$ cat src/rtl/decoder_seq_pkg.sv
// Shared types and constants for the decoder_seq one-hot decoder / sweep sequencer.
package decoder_seq_pkg;

  typedef enum logic [1:0] {
    IDLE  = 2'd0,
    SWEEP = 2'd1,
    DONE  = 2'd2
  } state_t;

  localparam logic MODE_DIRECT = 1'b0;
  localparam logic MODE_SWEEP  = 1'b1;

endpackage

$ cat src/rtl/decoder_onehot.sv
// Combinational SEL_W-to-2^SEL_W one-hot decoder with enable; shared by the direct and sweep paths.
module decoder_onehot #(
  parameter int SEL_W = 2
) (
  input  logic [SEL_W-1:0]      sel,
  input  logic                  en,
  output logic [2**SEL_W-1:0]   onehot
);

  genvar gi;
  generate
    for (gi = 0; gi < 2**SEL_W; gi++) begin : g_line
      assign onehot[gi] = en && (sel == SEL_W'(gi));
    end
  endgenerate

endmodule

$ cat src/rtl/decoder_seq.sv
// Registered one-hot decoder with a sequential sweep mode (IDLE/SWEEP/DONE).
// Build option: DECODER_SEQ_INV_OUT_EN makes out active-low (inactive = all ones).
module decoder_seq
  import decoder_seq_pkg::*;
#(
  parameter int SEL_W = 2,
  parameter int HOLD  = 1
) (
  input  logic                  clk,
  input  logic                  rst_n,
  input  logic                  en,
  input  logic [SEL_W-1:0]      sel,
  input  logic                  mode,
  input  logic                  start,
  output logic [2**SEL_W-1:0]   out,
  output logic                  busy,
  output logic                  done
);

  localparam int OUT_W   = 2**SEL_W;
  localparam int DWELL_W = $clog2(HOLD + 1);
  localparam int STEP_W  = SEL_W + 1;

`ifdef DECODER_SEQ_INV_OUT_EN
  localparam logic [OUT_W-1:0] OUT_POL = '1;
`else
  localparam logic [OUT_W-1:0] OUT_POL = '0;
`endif

  state_t               state_reg, state_next;
  logic [SEL_W-1:0]     index_reg, index_next;
  logic [DWELL_W-1:0]   dwell_reg, dwell_next;
  logic [STEP_W-1:0]    step_reg, step_next;
  logic                 shown_reg, shown_next;
  logic [OUT_W-1:0]     out_reg;

  logic [SEL_W-1:0]     dec_sel;
  logic                 dec_en;
  logic [OUT_W-1:0]     dec_onehot;

  decoder_onehot #(.SEL_W(SEL_W)) u_onehot (
    .sel    (dec_sel),
    .en     (dec_en),
    .onehot (dec_onehot)
  );

  // shown_reg marks that the cycle now ending displayed the current line,
  // so dwell only advances for cycles the line was actually visible.
  always_comb begin
    state_next = state_reg;
    index_next = index_reg;
    dwell_next = dwell_reg;
    step_next  = step_reg;
    shown_next = shown_reg;
    dec_sel    = sel;
    dec_en     = 1'b0;
    case (state_reg)
      IDLE: begin
        dec_sel = sel;
        dec_en  = en;
        if (start && en && (mode == MODE_SWEEP)) begin
          state_next = SWEEP;
          index_next = sel;
          dwell_next = '0;
          step_next  = '0;
          shown_next = 1'b1;
        end
      end
      SWEEP: begin
        dec_sel    = index_reg;
        dec_en     = en;
        shown_next = en;
        if (shown_reg) begin
          if (dwell_reg == DWELL_W'(HOLD - 1)) begin
            dwell_next = '0;
            if (step_reg == STEP_W'(OUT_W - 1)) begin
              state_next = DONE;
              dec_en     = 1'b0;
            end else begin
              index_next = index_reg + 1'b1;
              step_next  = step_reg + 1'b1;
              dec_sel    = index_reg + 1'b1;
            end
          end else begin
            dwell_next = dwell_reg + 1'b1;
          end
        end
      end
      DONE: begin
        state_next = IDLE;
        dec_en     = 1'b0;
      end
      default: begin
        state_next = IDLE;
        dec_en     = 1'b0;
      end
    endcase
  end

  always_ff @(posedge clk or negedge rst_n) begin
    if (!rst_n) begin
      state_reg <= IDLE;
      index_reg <= '0;
      dwell_reg <= '0;
      step_reg  <= '0;
      shown_reg <= 1'b0;
      out_reg   <= OUT_POL;
    end else begin
      state_reg <= state_next;
      index_reg <= index_next;
      dwell_reg <= dwell_next;
      step_reg  <= step_next;
      shown_reg <= shown_next;
      out_reg   <= dec_onehot ^ OUT_POL;
    end
  end

  assign out  = out_reg;
  assign busy = (state_reg == SWEEP);
  assign done = (state_reg == DONE);

endmodule

$ cat config.mk
export PLATFORM = sky130hd
export DESIGN_NAME = decoder_seq
export DESIGN_NICKNAME = d
export VERILOG_FILES = /design/src/rtl/decoder_seq_pkg.sv /design/src/rtl/decoder_onehot.sv /design/src/rtl/decoder_seq.sv
export SDC_FILE = /design/constraint.sdc
export NUM_CORES = 1
export LEC_CHECK = 0
export ABC_AREA = 1
export CELL_PAD_IN_SITES_DETAIL_PLACEMENT = 0
export CELL_PAD_IN_SITES_GLOBAL_PLACEMENT = 1
export CORE_MARGIN = 4
export CORE_UTILIZATION = 38
export DETAILED_ROUTE_END_ITERATION = 10
export PLACE_DENSITY = 0.81
export REMOVE_ABC_BUFFERS = 1
export SYNTH_ARGS = -nofsm -noshare
export SYNTH_HDL_FRONTEND = slang
export SYNTH_SLANG_ARGS = --single-unit
$ cat constraint.sdc
create_clock -name clk -period 4.26 [get_ports clk]
set_input_delay 0.426 -clock clk [delete_from_list [all_inputs] [get_ports clk]]
set_output_delay 0.426 -clock clk [all_outputs]
set_load 0.1 [all_outputs]
==> impl_metrics.py <==
metrics = {
    "run_status": {
        "status": "complete, no violations",
    },
    "sta": {
        "slew_headroom_pct": 35.17,
        "rsz0062_at_grt": "false",
        "hold_violations": 0,
        "max_clock_freq_ghz": 0.3952,
        "fin_crit_sh_pct": 59.39,
        "max_slew.worst_pin.slew_ps": 969.4,
        "tns_ps": 0,
        "slew_viol_final": 0,
        "post-route-min-period_ps": 2530,
        "fin_worst_skew_ps": 2.140,
        "final-setup-viol-count": 0,
    },
    "synthesis": {
        "syn_avg_cell_area_um2": 8.420,
        "yosys_warnings": 0,
        "ys_top_cells_by_area": "dfrtp_1 (48%), nand2_1 (13%), nand3_1 (6.4%)",
        "netlist_area_um2": 623.1,
        "ys_ff_latch": 12,
        "yosys.cell_types.count": 18,
        "synth.top_cell.area_share_pct": 48.19,
        "synth.yosys.seq_area_share_pct": 48.19,
        "yosysTopAreaCell": "dfrtp_1",
        "syn_inst": 74,
    },
    "worst_setup_path": {
        "arrival_ps": 2100,
        "worstPathRequired_ps": 3830,
        "critPathLaunchType": "flop",
        "crit_fanout": 9,
        "startpoint": "state_reg[1]",
        "end_kind": "output port",
        "slowest_stage": "clkdlybuf4s50_1",
        "crit_type": "reg2out",
        "worst_path_largest_cell_delay_ps": 1130,
        "cp_top_family": "buffers and inverters",
        "path_buf_inv": 3,
        "r2r_setup_slack_ps": 2710,
        "r2r_start": "step_reg[0]",
        "crit_path_cell_trace": "inv_2 -> nand2_4 -> inv_4 -> clkdlybuf4s50_1",
    },
    "final_layout": {
        "drive_gt1_share_pct": 17.78,
        "layout.nets": 100,
        "filler_cell_count": 157,
        "n_antenna_cell": 0,
        "largest_reg_flops": 4,
        "synthToLayoutAreaGrowth_pct": 28.31,
        "finalInstanceArea_um2": 799.5,
    },
    "min_path": {
        "min_from": "state_reg[1]",
        "hp-class": "reg2reg",
    },
    "global_routing": {
        "antenna_found_initial": 0,
        "use_met1_pct": 16.50,
        "grt_max_degree": 13,
        "grt.total_usage_pct": 11.94,
        "overflow": 0,
        "grt_pass1_vias": 535,
        "met2_usage_pct": 18.48,
        "use_met3_pct": 2.454,
        "busiest_layer": "met2",
        "grt_pass1_wl_um": 2263,
    },
    "run": {
        "maxCapViolations": 0,
    },
    "detailed_routing": {
        "via_per_inst": 4.877,
        "wire_per_inst_um": 11.49,
        "vias": 517,
        "detailedRoute.firstPassIterationCount": 4,
        "first_iter_violations": 8,
        "drc": 0,
        "drt_wl_total_um": 1218,
        "drt.antenna.violating_nets": 0,
    },
    "clock_network": {
        "clk_pin_slew_worst_paths_ps": 80,
        "numClockSinks": 12,
        "post_cts_resized": 0,
        "hold_buffers": 0,
        "post_cts_buffers": 0,
        "cts_tree": "built",
        "htree_num_levels": 1,
        "clock_latency_ps": 270,
        "cts-root-buf": "clkbuf_4",
        "numCtsBuffers": 3,
        "clockBufferDepth": 2,
    },
    "floorplanning": {
        "row_count": 14,
        "die_x_um": 48.50,
        "die_area_mm2": 0.002352,
        "die_y_um": 48.50,
        "start_util_pct": 40.89,
        "core_area_mm2": 0.001524,
        "io_pins": 13,
    },
    "placed_design": {
        "io_buffers": 12,
        "placed_area_um2": 763.2,
        "place_congestion": 0.7962,
        "dpl.hpwl_um": 969.3,
    },
}
-- cells in the final DEF, fill, tap and decap left out, types with 2 or more instances in the layout --
| cell | netlist | final |
|---|---|---|
| ha_1 | 2 | 2 |
| nand4_1 | 2 | 2 |
| clkbuf_4 | 0 | 3 |
| nand2_1 | 21 | 21 |
| nor2_2 | 2 | 2 |
| nand3_2 | 2 | 2 |
| nand2_2 | 3 | 3 |
| dfrtp_1 | 12 | 12 |
| inv_1 | 7 | 7 |
| clkdlybuf4s50_1 | 0 | 12 |
| nor2_1 | 7 | 7 |
| nand3_1 | 8 | 8 |
-- final timing paths --
kind	depth (start not counted)	endpoint
max	4	busy
min	1	state_reg[1]
max reg2reg	8	out[2]
min reg2reg	1	state_reg[1]
max in group asynchronous	1	index_reg[1]
min in group asynchronous	1	step_reg[2]
-- synthesized netlist by cell type (all sizes together) --
| master | instances |
|---|---|
| a21boi | 1 |
| dfrtp | 12 |
| ha | 2 |
| inv | 9 |
| nand2 | 25 |
| nand3 | 10 |
| nand4 | 3 |
| nor2 | 9 |
| o211ai | 1 |
| o21ai | 1 |
| or2 | 1 |
-- layer usage --
layer	wire length [um]	share of wire (%)	vias to the layer above
li1	-	-	269
met1	595	49	237
met2	562	46	11
met3	60	4.9	0
met4	0	0	0
met5	0	0	-
-- final cells by class --
class,instances,area [um^2],area share [%]
timing repair buffer,12,120.1,15.02
multi-input combinational,53,286.5,35.84
clock buffer,4,36.28,4.538
sequential,12,300.3,37.56
inverter,9,36.28,4.538
tap,16,20.02,2.504
-- cells by family (layout without fill, tap and decap cells) --
group                      after synthesis  in the layout  synth area share, %
and+or+nand+nor                         48             48                38.76
DFF                                     12             12                48.19
buffers and inverters                    9             25                5.824
AOI/OAI and AO/OA                        3              3                3.213
adders and majority gates                2              2                4.015
-- stage by stage --
| step | utilization (%) | setup slack, ps | cells | hold WS [ps] |
|---|---|---|---|---|
| after floorplan | - | 2142 | 74 | 130.4 |
| after detailed placement | 50.08 | 2035 | 102 | 435.6 |
| after global placement | 50.08 | 2041 | 102 | 433.1 |
| after CTS | 52.46 | 1723 | 106 | 446.9 |
| final | 52.46 | 1730 | 106 | 445.6 |
| after global routing | 52.46 | 1638 | 106 | 498.4 |
Power is not shown: default switching activity piles up to over one toggle a cycle in this logic, so the estimate is an artifact.
